**src/rtl/cpu_mem_pkg.sv**
```systemverilog
// Shared types for the unified-memory port arbiter: FSM states, grant owner
// encoding and default bus widths.
package cpu_mem_pkg;

  localparam int DEF_ADDR_W = 32;
  localparam int DEF_DATA_W = 32;

  typedef enum logic [1:0] {
    IDLE  = 2'd0,
    GNT_I = 2'd1,
    GNT_D = 2'd2
  } arb_state_e;

  typedef enum logic {
    OWN_I = 1'b0,
    OWN_D = 1'b1
  } arb_owner_e;

  function automatic arb_owner_e state_owner(input arb_state_e s);
    return (s == GNT_D) ? OWN_D : OWN_I;
  endfunction

endpackage

```
**src/rtl/mem_arb_timer.sv**
```systemverilog
// Clearable saturating cycle counter; o_expire flags the cycle whose
// increment would bring the count to TIMEOUT.
module mem_arb_timer #(
  parameter int TIMEOUT = 255
) (
  input  logic clk_i,
  input  logic rst_i,
  input  logic i_clr,
  input  logic i_en,
  output logic o_expire
);

  localparam int TW = $clog2(TIMEOUT + 1);
  localparam logic [TW-1:0] LAST = TW'(TIMEOUT - 1);
  localparam logic [TW-1:0] SAT  = TW'(TIMEOUT);

  logic [TW-1:0] r_cnt;

  always_ff @(posedge clk_i or posedge rst_i) begin
    if (rst_i)                        r_cnt <= '0;
    else if (i_clr)                   r_cnt <= '0;
    else if (i_en && (r_cnt != SAT))  r_cnt <= r_cnt + 1'b1;
  end

  assign o_expire = i_en & (r_cnt == LAST);

endmodule

```
**src/rtl/mem_port_arbiter.sv**
```systemverilog
// Arbitrates fetch and load/store traffic onto one single-ported memory:
// data has priority, a streak guard bounds fetch starvation, timer aborts hangs.
module mem_port_arbiter
  import cpu_mem_pkg::*;
#(
  parameter int ADDR_W     = DEF_ADDR_W,
  parameter int DATA_W     = DEF_DATA_W,
  parameter int STREAK_MAX = 4,
  parameter int TIMEOUT    = 255
) (
  input  logic              clk_i,
  input  logic              rst_i,
  input  logic              if_req_i,
  input  logic [ADDR_W-1:0] if_addr_i,
  output logic              if_ack_o,
  output logic [DATA_W-1:0] if_rdata_o,
  output logic              if_stall_o,
  input  logic              d_req_i,
  input  logic              d_we_i,
  input  logic [ADDR_W-1:0] d_addr_i,
  input  logic [DATA_W-1:0] d_wdata_i,
  output logic              d_ack_o,
  output logic [DATA_W-1:0] d_rdata_o,
  output logic              d_stall_o,
  output logic              m_req_o,
  output logic              m_we_o,
  output logic [ADDR_W-1:0] m_addr_o,
  output logic [DATA_W-1:0] m_wdata_o,
  input  logic              m_ack_i,
  input  logic [DATA_W-1:0] m_rdata_i,
  output logic              err_o
);

  localparam int SW = $clog2(STREAK_MAX + 1);
  localparam logic [SW-1:0] STREAK_SAT = SW'(STREAK_MAX);

  arb_state_e    r_state;
  logic [SW-1:0] r_streak;

  logic w_i_elig, w_d_elig, w_pick_d, w_in_gnt, w_expire, w_done;

  // A requester in its own ack cycle is not eligible, so it cannot be re-granted
  // on the request it is just dropping.
  assign w_i_elig = if_req_i & ~if_ack_o;
  assign w_d_elig = d_req_i  & ~d_ack_o;
  assign w_pick_d = w_d_elig & ~((r_streak == STREAK_SAT) & w_i_elig);
  assign w_in_gnt = (r_state != IDLE);
  assign w_done   = w_in_gnt & (m_ack_i | w_expire);

  assign if_stall_o = if_req_i & ~if_ack_o;
  assign d_stall_o  = d_req_i  & ~d_ack_o;

  mem_arb_timer #(.TIMEOUT(TIMEOUT)) u_timer (
    .clk_i    (clk_i),
    .rst_i    (rst_i),
    .i_clr    (~w_in_gnt),
    .i_en     (w_in_gnt & ~m_ack_i),
    .o_expire (w_expire)
  );

  always_ff @(posedge clk_i or posedge rst_i) begin
    if (rst_i) begin
      r_state    <= IDLE;
      r_streak   <= '0;
      if_ack_o   <= 1'b0;
      if_rdata_o <= '0;
      d_ack_o    <= 1'b0;
      d_rdata_o  <= '0;
      m_req_o    <= 1'b0;
      m_we_o     <= 1'b0;
      m_addr_o   <= '0;
      m_wdata_o  <= '0;
      err_o      <= 1'b0;
    end else begin
      if_ack_o <= 1'b0;
      d_ack_o  <= 1'b0;
      case (r_state)
        IDLE: begin
          if (w_pick_d) begin
            r_state   <= GNT_D;
            m_req_o   <= 1'b1;
            m_we_o    <= d_we_i;
            m_addr_o  <= d_addr_i;
            m_wdata_o <= d_wdata_i;
            if (!if_req_i)                     r_streak <= '0;
            else if (r_streak != STREAK_SAT)   r_streak <= r_streak + 1'b1;
          end else if (w_i_elig) begin
            r_state   <= GNT_I;
            m_req_o   <= 1'b1;
            m_we_o    <= 1'b0;
            m_addr_o  <= if_addr_i;
            m_wdata_o <= '0;
            r_streak  <= '0;
          end
        end
        GNT_I, GNT_D: begin
          if (w_done) begin
            r_state <= IDLE;
            m_req_o <= 1'b0;
            if (!m_ack_i) err_o <= 1'b1;
            if (state_owner(r_state) == OWN_I) begin
              if_ack_o   <= 1'b1;
              if_rdata_o <= m_ack_i ? m_rdata_i : '0;
            end else begin
              d_ack_o <= 1'b1;
              // Aborts zero the load data; a completed store keeps the old value.
              if (!m_ack_i)     d_rdata_o <= '0;
              else if (!m_we_o) d_rdata_o <= m_rdata_i;
            end
          end
        end
        default: r_state <= IDLE;
      endcase
    end
  end

endmodule

```
**config.mk**
```make
export PLATFORM = sky130hd
export DESIGN_NAME = mem_port_arbiter
export DESIGN_NICKNAME = d
export VERILOG_FILES = /design/src/rtl/cpu_mem_pkg.sv /design/src/rtl/mem_arb_timer.sv /design/src/rtl/mem_port_arbiter.sv
export SDC_FILE = /design/constraint.sdc
export NUM_CORES = 1
export LEC_CHECK = 0
export BUFFER_PORTS_ARGS = -buffer_cell sky130_fd_sc_hd__buf_2
export CAP_MARGIN = 20
export CORE_AREA = 2 2 95 165
export DETAILED_ROUTE_END_ITERATION = 6
export DIE_AREA = 0 0 97 167
export PLACE_DENSITY_LB_ADDON = 0.15
export SETUP_SLACK_MARGIN = 0.05
export SLEW_MARGIN = 20
export SYNTH_ARGS = -nofsm -noshare
export SYNTH_HDL_FRONTEND = slang
export SYNTH_HIERARCHICAL = 1
export SYNTH_SLANG_ARGS = --single-unit
```
**constraint.sdc**
```tcl
create_clock -name clk_i -period 4.06 [get_ports clk_i]
set_input_delay 0.203 -clock clk_i [delete_from_list [all_inputs] [get_ports clk_i]]
set_output_delay 0.203 -clock clk_i [all_outputs]
set_load 0.01 [all_outputs]
```
==> out/qor.yml <==
die_width_um: 97
final_util_pct: 57.3
arrival_ps: 3180
ys_ff_latch: 146
drive_above_1_share_pct: 41.0
dp_hpwl_mm: 11.6
grt_max_degree: 111
detail_route.first_pass.iterations: 4
grt_pass1_wl_mm: 27.0
drt-total-wl_mm: 16.4
tightestPinTransition_ps: 823
critical_path_class: "register to register"
tns_ps: 0
clkSlewWorstSetupHoldPaths_ps: 70
ctsHtreeMaxLevel: 4
antennaDiodeCount: 0
relSlewSlack_pct: 45.2
grt_usage_pct: 20.2
hold_buffers: 19
num_rows: 59
synthSimpleGateAreaFrac_pct: 11.8
clk_latency_ps: 410
grt_pass1_vias: 5511
cts_setup_buffers: 0
hp-class: "primary input to register"
status: "complete, no violations"
ys.flop_type: "dfrtp_1"
antenna_found_initial: 0
async_reset_ff_share_pct: 100
skew_ps: 10.4
syn_nets: 704
syn2layout_area_growth_pct: 36.0
cts_sinks: 146
synth_edf_count: 0
dieArea_sq_mm: 0.0162
yosys.area_share.xor_xnor_pct: 0.140
cts_buffers: 17
pin_count: 269
setup.worst_path.start_class: "register"
gp_congestion: 0.798
cts_root_buf: "clkbuf_16"
fin_hold_ws_ps: 12.5
netlist_instances: 563
synth_top_family_by_area: "compound AO/OA/AOI/OAI gates"
ant_nets: 0
synth_cell_types: 45
crit_required_ps: 4350
worst-path-max-fanout: 21
synthMuxAreaShare_pct: 9.88
p_leak_nw: 4.48
rsz0062_at_grt: "no"
drv_slew: 0
synth_compound_area_share_pct: 13.2
end_kind: "register"
hold_viol_final: 0
dieHeight_um: 167
fin_crit_sh_pct: 71.3
synth.top_cell.area_share_pct: 58.4
yosys.area.top_type: "dfrtp_1"
yosysSeqAreaShare_pct: 58.4
power_per_cell_area_mw_per_mm2: 758
initial_core_util_pct: 42.2
finalSetupViolations: 0
synth_area_leaders: "dfrtp_1 58%, a21oi_1 5.5%, a22o_1 4.6%"
post_synth.cell_area_avg_sq_um: 11.1
fillers: 1300
yosys_warnings: 6
fin_nets: 980
vias: 5287
max_freq_mhz: 345
tritoncts: "yes"
port_buffers: 268
vdd_drop_max_mv: 0.322
vias_per_cell: 5.11
core-area_sq_mm: 0.0148
remaining_drc_errors: 0
netlist_area_sq_mm: 0.00625
clockBufferDepth: 2
synth-adder-area-share_pct: 1.40
grt_overflow: 0
period_needed_ps: 2890
cts_resized: 0
routedWlPerCell_um: 15.9
drv_cap: 0
finalPower_mw: 6.45
drtIter0Drc: 206
cell type report:
type | count | area (sq um) | share of cell area (%)
clock buffers | 19 | 443 | 5.21
clock inverters | 13 | 150 | 1.76
repair buffers | 294 | 1610 | 18.9
inverters | 32 | 125 | 1.47
flip-flops and latches | 146 | 3650 | 42.9
multi-input cells | 348 | 2290 | 27.0
well taps | 183 | 229 | 2.69
cell usage in the layout, fill, tap and decap left out, types with 2 or more instances in the layout:
cell type / Yosys / final
nor2_1: 46 / 46
nand3_1: 17 / 17
buf_4: 4 / 5
a22o_1: 33 / 33
o21ai_0: 15 / 15
dfrtp_1: 146 / 146
a31oi_1: 2 / 2
nand4_1: 3 / 3
ha_1: 7 / 7
and2_1: 22 / 21
and4_1: 2 / 2
bufinv_16: 0 / 2
nand2_1: 50 / 49
nor3_1: 3 / 3
inv_1: 32 / 31
dlygate4sd3_1: 0 / 19
mux2_1: 6 / 6
clkinvlp_4: 0 / 2
and3_1: 4 / 4
clkinv_4: 0 / 5
mux2_2: 24 / 24
inv_6: 0 / 4
mux2_4: 10 / 10
mux2i_1: 13 / 13
o32ai_1: 2 / 2
buf_2: 22 / 268
clkbuf_16: 0 / 17
a21oi_1: 69 / 69
metrics by stage:
stage,worst slack [ps],instances,cell area (sq um)
after floorplan,161,563,6250
after global placement,1280,982,7680
after detailed placement,1160,983,7690
after CTS,1140,1034,8480
after global routing,880,1035,8510
final,1170,1035,8510
state kept, by name, indices dropped and copies added, names as in the netlist, 2 cells and up:
register       flops
u_timer/r_cnt      8
m_wdata_o         32
if_rdata_o        32
m_addr_o          32
r_state            2
r_streak           3
d_rdata_o         32
report_power, final:
group | switching (mW) | internal (mW)
sequential | 0.367 | 2.12
clock | 0.633 | 0.933
combinational | 1.31 | 1.09
total | 2.31 | 4.14
layer usage:
| layer | share of wire, % | global-route usage (%) | vias up | routed length (um) |
|---|---|---|---|---|
| met5 | 0 | 0 | - | 0 |
| met4 | 2.4 | 7.90 | 0 | 395 |
| met3 | 6.3 | 5.08 | 32 | 1040 |
| met2 | 52 | 34.9 | 225 | 8550 |
| met1 | 39 | 24.2 | 2558 | 6450 |
| li1 | - | - | 2472 | - |
final timing paths:
kind	from	endpoint	slack (ps)	cells past startpoint
max	r_state[1]$_DFFE_PP0P_	d_rdata_o[21]$_DFFE_PP0P_	1170	9
min	d_wdata_i[17]	m_wdata_o[17]$_DFFE_PP0P_	10	2
max reg2reg	r_state[1]$_DFFE_PP0P_	d_rdata_o[21]$_DFFE_PP0P_	1170	9
min reg2reg	err_o$_DFFE_PP0P_	err_o$_DFFE_PP0P_	470	1
max in group asynchronous	rst_i	m_wdata_o[27]$_DFFE_PP0P_	2620	5
min in group asynchronous	rst_i	u_timer/r_cnt[3]$_DFFE_PP0P_	330	3
synth_stat cells, types with 2 or more instances:
cell type and n:
a21oi_1 69, a22o_1 33, a31oi_1 2, and2_1 22, and3_1 4, and4_1 2, buf_2 22, buf_4 4
buf_6 3, clkbuf_1 7, dfrtp_1 146, ha_1 7, inv_1 32, mux2_1 6, mux2_2 24, mux2_4 10
mux2i_1 13, nand2_1 50, nand3_1 17, nand4_1 3, nor2_1 46, nor3_1 3, o21ai_0 15, o32ai_1 2
logic make-up after synthesis:
logic type	after synthesis
and+or+nand+nor	156
adders and majority gates	7
xor gates and xnor gates	1
buffers and inverters	69
DFF	146
AOI/OAI and AO/OA	131
muxes	53
critical path, stage by stage (launching register included):
cell and delay (ps):
dfrtp_1 380, inv_1 70, ha_1 410, nor2_1 370, and3_1 280, nor2_1 70
nor2_2 160, nand3_2 470, buf_4 420, mux2i_1 140
Note: power is estimated with default switching activity, not from simulation.
